`src/rtl/ntt_bf_sched.sv`:
```
// Butterfly address/control sequencer for the Dilithium NTT/INTT (N = 2^LOGN).
// Walks all LOGN stages and issues one coefficient pair per cycle. It also
// issues twiddle addresses, the butterfly mode aligned with the RAM read
// data, and write-back strobes delayed by the read + butterfly latency.
// Optional build macro: NTT_BF_SCHED_STALL_EN adds a 'stall' input that
// freezes issue while the write-back delay line keeps retiring.
//
// Handshake: start is a one-cycle request honoured only in IDLE. rd_en and
// wr_en are single-cycle strobes with no back-pressure; their address outputs
// are meaningful only in cycles where the strobe is high.
module ntt_bf_sched #(
    parameter int LOGN       = 8,
    parameter int RAM_RD_LAT = 1,
    parameter int BF_LAT     = 6
) (
    input  logic            clk,
    input  logic            rst,
`ifdef NTT_BF_SCHED_STALL_EN
    input  logic            stall,
`endif
    input  logic            start,
    input  logic            op,
    output logic            busy,
    output logic            done,
    output logic            rd_en,
    output logic [LOGN-1:0] rd_addr_a,
    output logic [LOGN-1:0] rd_addr_b,
    output logic [LOGN-1:0] tw_addr,
    output logic [1:0]      bf_mode,
    output logic            wr_en,
    output logic [LOGN-1:0] wr_addr_a,
    output logic [LOGN-1:0] wr_addr_b
);

    localparam int DRAIN = RAM_RD_LAT + BF_LAT;
    localparam int PW    = LOGN - 1;
    localparam int SW    = $clog2(LOGN);
    localparam int DW    = $clog2(DRAIN + 1);

    typedef enum logic [1:0] {
        S_IDLE  = 2'd0,
        S_RUN   = 2'd1,
        S_DRAIN = 2'd2,
        S_DONE  = 2'd3
    } state_t;

    state_t          state_q, state_d;
    logic            op_q, op_d;
    logic [PW-1:0]   pair_q, pair_d;
    logic [SW-1:0]   stage_q, stage_d;
    logic [LOGN-1:0] k_q, k_d;
    logic [DW-1:0]   drain_q, drain_d;

    logic [DRAIN-1:0] ren_sr_q, ren_sr_d;
    logic [LOGN-1:0]  wa_sr_q [DRAIN];
    logic [LOGN-1:0]  wa_sr_d [DRAIN];
    logic [LOGN-1:0]  wb_sr_q [DRAIN];
    logic [LOGN-1:0]  wb_sr_d [DRAIN];

    logic            stall_w;
    logic            rd_en_w;
    logic [SW-1:0]   lvl_w;
    logic [LOGN-1:0] len_w;
    logic [LOGN-1:0] mask_w;
    logic [LOGN-1:0] p_ext_w;
    logic [LOGN-1:0] j_w;
    logic            grp_end_w;

`ifdef NTT_BF_SCHED_STALL_EN
    assign stall_w = stall;
`else
    assign stall_w = 1'b0;
`endif

    // Stage geometry: forward walks len from N/2 down to 1, inverse walks up.
    // j inserts a zero at bit 'lvl' of the pair index; the partner is j | len.
    assign lvl_w     = op_q ? stage_q : (SW'(LOGN - 1) - stage_q);
    assign len_w     = LOGN'(1) << lvl_w;
    assign mask_w    = len_w - LOGN'(1);
    assign p_ext_w   = {1'b0, pair_q};
    assign j_w       = (((p_ext_w >> lvl_w) << 1) << lvl_w) | (p_ext_w & mask_w);
    assign grp_end_w = ((p_ext_w & mask_w) == mask_w);
    assign rd_en_w   = (state_q == S_RUN) && !stall_w;

    // Next-state and counter update for the stage walker.
    always_comb begin
        state_d = state_q;
        op_d    = op_q;
        pair_d  = pair_q;
        stage_d = stage_q;
        k_d     = k_q;
        drain_d = drain_q;
        case (state_q)
            S_IDLE: begin
                if (start) begin
                    op_d    = op;
                    pair_d  = '0;
                    stage_d = '0;
                    k_d     = op ? {LOGN{1'b1}} : LOGN'(1);
                    drain_d = '0;
                    state_d = S_RUN;
                end
            end
            S_RUN: begin
                if (!stall_w) begin
                    pair_d = pair_q + PW'(1);
                    if (grp_end_w) begin
                        k_d = op_q ? (k_q - LOGN'(1)) : (k_q + LOGN'(1));
                    end
                    if (pair_q == {PW{1'b1}}) begin
                        drain_d = '0;
                        state_d = S_DRAIN;
                    end
                end
            end
            S_DRAIN: begin
                if (!stall_w) begin
                    if (drain_q == DW'(DRAIN - 1)) begin
                        drain_d = '0;
                        if (stage_q == SW'(LOGN - 1)) begin
                            state_d = S_DONE;
                        end else begin
                            stage_d = stage_q + SW'(1);
                            state_d = S_RUN;
                        end
                    end else begin
                        drain_d = drain_q + DW'(1);
                    end
                end
            end
            default: begin
                state_d = S_IDLE;
            end
        endcase
    end

    // Write-back delay line: read strobe and addresses shifted DRAIN cycles.
    always_comb begin
        ren_sr_d   = {ren_sr_q[DRAIN-2:0], rd_en_w};
        wa_sr_d[0] = rd_addr_a;
        wb_sr_d[0] = rd_addr_b;
        for (int i = 1; i < DRAIN; i++) begin
            wa_sr_d[i] = wa_sr_q[i-1];
            wb_sr_d[i] = wb_sr_q[i-1];
        end
    end

    // State and delay-line registers with synchronous reset.
    always_ff @(posedge clk) begin
        if (rst) begin
            state_q  <= S_IDLE;
            op_q     <= 1'b0;
            pair_q   <= '0;
            stage_q  <= '0;
            k_q      <= '0;
            drain_q  <= '0;
            ren_sr_q <= '0;
            for (int i = 0; i < DRAIN; i++) begin
                wa_sr_q[i] <= '0;
                wb_sr_q[i] <= '0;
            end
        end else begin
            state_q  <= state_d;
            op_q     <= op_d;
            pair_q   <= pair_d;
            stage_q  <= stage_d;
            k_q      <= k_d;
            drain_q  <= drain_d;
            ren_sr_q <= ren_sr_d;
            for (int i = 0; i < DRAIN; i++) begin
                wa_sr_q[i] <= wa_sr_d[i];
                wb_sr_q[i] <= wb_sr_d[i];
            end
        end
    end

    // Addresses are forced to zero outside issue cycles so idle outputs are quiet.
    assign rd_en     = rd_en_w;
    assign rd_addr_a = rd_en_w ? j_w : '0;
    assign rd_addr_b = rd_en_w ? (j_w | len_w) : '0;
    assign tw_addr   = rd_en_w ? k_q : '0;
    assign bf_mode   = ren_sr_q[RAM_RD_LAT-1] ? {1'b0, op_q} : 2'b11;
    assign wr_en     = ren_sr_q[DRAIN-1];
    assign wr_addr_a = wa_sr_q[DRAIN-1];
    assign wr_addr_b = wb_sr_q[DRAIN-1];
    assign busy      = (state_q != S_IDLE);
    assign done      = (state_q == S_DONE);

endmodule

```
`config.mk`:
```
export PLATFORM = sky130hd
export DESIGN_NAME = ntt_bf_sched
export DESIGN_NICKNAME = d
export VERILOG_FILES = /design/src/rtl/ntt_bf_sched.sv
export SDC_FILE = /design/constraint.sdc
export NUM_CORES = 1
export LEC_CHECK = 0
export CAP_MARGIN = 20
export CORE_MARGIN = 3
export CORE_UTILIZATION = 57
export CTS_CLUSTER_DIAMETER = 40
export DETAILED_ROUTE_END_ITERATION = 8
export PLACE_DENSITY = 0.77
export RECOVER_POWER = 50
export SYNTH_ARGS = -nofsm -noshare
export SYNTH_HDL_FRONTEND = slang
export SYNTH_SLANG_ARGS = --single-unit
```
`constraint.sdc`:
```
create_clock -name clk -period 4.5 [get_ports clk]
set_clock_uncertainty 0.1 [all_clocks]
set_input_delay 0.9 -clock clk [delete_from_list [all_inputs] [get_ports clk]]
set_output_delay 0.9 -clock clk [all_outputs]
set_load 0.02 [all_outputs]
```
* Word level (Yosys, flattened, before mapping)
Memory sizes are Yosys's and may differ from the RTL's.
Cells that the tools add are included.
** Cells by class
- $add $sub $neg :: 7
- Eq/ne operators :: 12
- Shift operators :: 3
- Mux-type cells :: 41
- Bitwise logic cells :: 17
- Reductions and logical operators :: 11
** Operators by type and width (count)
- $mux 8 :: 21
- $mux 3 :: 6
- $or 8x8->8 :: 2
- $pmux 8 s2 :: 1
- $sub 8x1->8 const B :: 2
- $or 1x1->1 :: 14
- $pmux 7 s2 :: 1
- $mux 2 :: 5
- $pmux 3 s3 :: 1
- $reduce_and 3->1 :: 3
- $add 8x1->8 const B :: 1
- $and 7x8->8 :: 1
- $eq 8x8->1 :: 1
- $shl 1x3->8 const A :: 1
- $shl 8x3->8 :: 1
- $add 7x1->7 const B :: 1
- $eq 7x7->1 const B :: 1
- $mux 7 :: 1
- $shr 7x3->7 :: 1
- $add 3x1->3 const B :: 2
- $eq 3x3->1 const B :: 2
- $ne 2x2->1 const B :: 3
- $pmux 2 s3 :: 1
- $pmux 3 s2 :: 1
- other kinds (10) :: 17
** Storage, ports and cells
- Flip-flop bits (word level) :: 31
- Memory bits (writable) :: 112
- Bits of input ports :: 4
- Output and inout port bits :: 46
- Logic and storage cells :: 100
- Memories kept :: 2
** Memory list
- wa_sr_q :: words 7, width 8, read ports 7, clocked after Yosys merged registers in 0, write ports 7, line 55 : logic [LOGN-1:0] wa_sr_q [DRAIN];
- wb_sr_q :: words 7, width 8, read ports 7, clocked after Yosys merged registers in 0, write ports 7, line 57 : logic [LOGN-1:0] wb_sr_q [DRAIN];

* Longest topological paths before layout
- Depth after elaboration :: 9
- Depth in mapped cells :: 15
- Depth with buffers taken out :: 11

* Worst setup path after synthesis
Ideal clock, no wire load.
- Path kind :: register to output
- Start point :: register op_q
- End point :: output rd_addr_b[6]
- Data arrival time :: 2639 ps
- Data required time :: 3500 ps
- Setup slack :: 861 ps
- Cell stages (with the launch flop) :: 14
- Path buffers :: 2
- Cells stage by stage :: dfxtp_1 > buf_4 > or3b_1 > nand2_1 > nand2_1 > ha_1 > xnor2_1 > or3_1 > a21oi_1 > a21oi_1 > o21ai_0 > nand2_1 > a21oi_1 > buf_4
** RTL lines
- from (decl) :: line 48 : logic op_q, op_d;
- from (signal assigned) :: line 164 : op_q <= op_d;
- to (decl) :: line 27 : output logic [LOGN-1:0] rd_addr_b,

* Worst setup path in the final report
- Start point :: register stage_q[0]
- End point :: output rd_addr_a[3]
** On the way
- Cells in the longest elaborated chain, start to end :: 7
** RTL lines
- from (decl) :: line 50 : logic [SW-1:0] stage_q, stage_d;
- from (signal assigned) :: line 166 : stage_q <= stage_d;
- $sub 3x3->3 :: line 77 : assign lvl_w = op_q ? stage_q : (SW'(LOGN - 1) - stage_q);
- $mux 3 (*) :: line 77
- $shl 1x3->8 :: line 78 : assign len_w = LOGN'(1) << lvl_w;
- $sub 8x1->8 :: line 79 : assign mask_w = len_w - LOGN'(1);
- $and 7x8->8 :: line 81 : assign j_w = (((p_ext_w >> lvl_w) << 1) << lvl_w) | (p_ext_w & mask_w);
- $or 8x8->8 (*) :: line 81
- $mux 8 (*) :: line 179 : assign rd_addr_a = rd_en_w ? j_w : '0;
- to (decl) :: line 26 : output logic [LOGN-1:0] rd_addr_a,
Every way passes the cells marked *; elsewhere a longest branch is shown, timed or not.

==> impl_metrics.py <==
metrics = {
    "outcome": {
        "status": "finished, violations left",
        "failed_checks": "max-capacitance violations, max-slew violations",
    },
    "detailed_routing": {
        "wl_per_cell_um": 16.1,
        "first_pass_iters": 5,
        "wirelength_um": 13500,
        "drt_iter0_drc": 300,
        "vias": 4543,
        "remaining_drc_errors": 0,
        "vias_per_cell": 5.43,
        "drtAntennaViolNets": 0,
    },
    "cells_and_area": {
        "nFillCells": 794,
        "seqCellArea_mm2": 0.00287,
        "layout-drive-gt1-share_pct": 11.6,
        "multi_input_area_mm2": 0.00278,
        "final_util_pct": 70.9,
        "diodes": 0,
        "stdcell_area_mm2": 0.00709,
        "final-instance-count-excl-fill": 837,
        "areaGrowthSynthToFinish_pct": 18.5,
        "nets": 706,
    },
    "global_route": {
        "grt_pass1_vias": 4525,
        "antenna_found_initial": 0,
        "grt_usage_pct": 24.4,
        "grt_start_max_net_pins": 70,
        "overflow": 0,
        "grt_pass1_wl_um": 22100,
    },
    "clocking": {
        "cts_made_buffers": 17,
        "clockBufferDepth": 2,
        "cts.sinks": 143,
        "cts_root_buf": "clkbuf_8",
        "cts_tree": "yes",
        "cts_max_level": 4,
        "cts.clk_slew.worst_paths_ns": 0.06,
        "clkLatencyLatePin_ns": 0.53,
    },
    "place": {
        "port_buffers": 49,
        "place_hpwl_um": 9000,
        "placed_cell_area_mm2": 0.00648,
        "dp_cells": 803,
        "gp_congestion": 0.895,
    },
    "worst_setup_path": {
        "cp-start-kind": "register",
        "rr_startpoint": "stage_q[1]",
        "r2r_end": "k_q[3]",
        "crit_required_ns": 3.50,
        "path_class": "register to output pin",
        "r2r_cells": 9,
        "worstPathArrival_ns": 3.31,
        "r2r_setup_slack_ns": 1.47,
        "cp-end-kind": "output pin",
        "critPathMaxFanout": 27,
    },
    "synth": {
        "yosys.area.top_type_share_pct": 47.9,
        "ys.flop_type": "dfxtp_1",
        "synth_cell_type_count": 60,
        "ys_seq_area_share_pct": 47.9,
        "synth_area_leader_cell": "dfxtp_1",
        "synthesis.nets": 672,
        "synth_cells": 657,
        "synthArstFlopShare_pct": 0,
        "netlist_area_mm2": 0.00598,
        "yosys_warnings": 0,
        "synthTopCellsByArea": "dfxtp_1, nor2b_1, nor2_1",
        "ys_ff_latch": 143,
        "syn-mean-instance-area_um2": 9.10,
        "synth_edf_count": 0,
    },
    "power_and_ir_drop": {
        "comb_power_share_pct": 7.2,
        "switching_power_w": 0.000671,
        "swShare_pct": 24.6,
        "p_per_area_mw_per_mm2": 385,
        "clkPwrFrac_pct": 45.5,
        "fin_total_pwr_w": 0.00273,
        "p_int_w": 0.00206,
        "leakagePower_nw": 2.73,
        "max-vdd-ir-drop_v": 0.000263,
        "pwr-share-seq_pct": 47.3,
    },
    "timing": {
        "tightest_slew_ns": 2.68,
        "drv_slew": 70,
        "setup_viol": 0,
        "slew_headroom_pct": -78.6,
        "finalSetupTns_ns": 0,
        "fin_crit_ns": 4.31,
        "finalCritPeriodShare_pct": 95.7,
        "hold_viol": 0,
        "rsz0062_at_grt": "false",
        "fmax_ghz": 0.232,
    },
    "die": {
        "core_mm2": 0.0100,
        "initial_core_util_pct": 59.8,
        "dieArea_mm2": 0.0118,
        "num_io_pins": 50,
        "die_h_um": 108,
        "num_rows": 36,
        "die_w_um": 108,
    },
    "hold_path": {
        "worstHoldStart": "wb_sr_q[1][2]",
        "hold_class": "register to register",
        "whs_endpoint": "wb_sr_q[2][2]",
        "hold_depth": 1,
    },
    "run": {
        "drv_cap": 1,
    },
}
-- cell usage after synthesis (2+ instances only) --
cell       instances
nor3_1            13
buf_1              2
nand3b_1           2
and3_1             3
a22oi_1            8
xnor2_1            7
nor2b_1          113
and2_1            11
mux2i_1           10
a32oi_1            4
mux2_2             9
a21o_1             2
o211ai_1           2
o21a_1             3
a2111oi_2          2
xor2_1             2
dfxtp_1          143
o22ai_1            6
a211oi_2           2
clkbuf_1          26
a311oi_1           4
nand2b_1          11
nand2_1           27
a211oi_1           6
or2_2              2
o311a_1            2
or3_1              2
a221oi_1           3
a21oi_1           34
nor2_1            75
o21ai_0           28
a31oi_1            4
buf_4             21
nor4b_1            2
nand3_1           11
inv_1             15
buf_2              8
ha_1              10
-- critical path: stages, from the launching register on --
cell	delay (ns)
dfxtp_2	0.44
buf_6	0.27
buf_4	0.19
nand2b_1	0.13
a32oi_1	0.11
mux2_2	0.30
nand2_1	0.16
nor2_1	0.12
a2111oi_2	0.42
nor2_1	0.08
clkdlybuf4s50_1	0.56
-- kinds of logic after synthesis --
logic type | share of synthesized area, %
compound gates | 13.9
xor+xnor | 1.32
fa+ha+maj | 2.43
buf+inv | 6.26
flops | 47.9
mux | 3.37
simple gates | 24.9
-- sequential cells by signal (all words and copies together), names as in the netlist --
| register | flops |
|---|---|
| pair_q | 7 |
| wa_sr_q | 56 |
| state_q | 2 |
| ren_sr_q | 7 |
| stage_q | 3 |
| drain_q | 3 |
| op_q | 1 |
| wb_sr_q | 56 |
| k_q | 8 |
-- power groups by stage --
stage | Clock, W | Sequential (W) | Combinational (W)
finish | 0.00124 | 0.00129 | 0.000197
global route | 0.00133 | 0.00129 | 0.000218
CTS | 0.00127 | 0.00129 | 0.000194
detailed placement | 0 | 0.00132 | 0.000192
global placement | 0 | 0.00132 | 0.000189
floorplan | 0 | 0.00132 | 0.000142
-- what timing repair did --
item | 4_1_cts | 5_1_grt
endpoints found under the setup margin | 6 | 10
hold buffers | 0 | 0
buffers inserted | 1 | 1
pin swaps | 1 | 1
gates resized for setup | 4 | 12
-- cell type report --
class,instances,share of cell area (%)
Tap cell,133,2.35
Clock inverter,13,1.47
Sequential cell,143,40.5
Clock buffer,19,6.09
Timing Repair Buffer,73,9.50
Multi-Input combinational cell,440,39.3
Inverter,16,0.847
-- worst max-delay path by stage --
stage,slack (ns),end,cells after the start,start
6_report,0.19,rd_addr_a[3],10,stage_q[0]
5_1_grt,0.0009,rd_addr_a[3],10,stage_q[0]
4_1_cts,0.03,rd_addr_a[5],9,stage_q[2]
3_5_place_dp,0.44,rd_addr_b[6],12,stage_q[1]
3_3_place_gp,0.52,rd_addr_b[4],8,stage_q[0]
2_1_floorplan,0.86,rd_addr_b[6],13,op_q
-- stage by stage --
step           worst slack, ns  hold WS, ns
2_1_floorplan            0.861        0.314
3_5_place_dp             0.438        0.321
4_1_cts                 0.0262        0.331
5_1_grt               0.000857        0.350
6_report                 0.194        0.325
3_3_place_gp             0.522        0.316
-- layout by cell type (no fill, tap or decap), types with 5 or more instances in the layout --
cell	n
nand2_1	27
mux2i_1	10
o22ai_1	6
o21ai_0	28
dfxtp_1	139
clkbuf_16	16
buf_4	19
a21oi_1	34
ha_1	9
inv_6	5
clkdlybuf4s50_1	45
and2_1	11
xnor2_1	7
nor2_1	75
a211oi_1	6
inv_1	15
mux2_2	9
nor3_1	13
nand3_1	11
nor2b_1	112
nand2b_1	11
a22oi_1	8
-- per-layer routing --
metal	track usage, %	vias up	wire length, um
met5	0	-	0
li1	-	2268	-
met3	6.33	25	630
met1	27.9	2115	5630
met4	10.9	0	353
met2	42.6	135	6860
No activity file was read; power rests on OpenSTA's default activity.
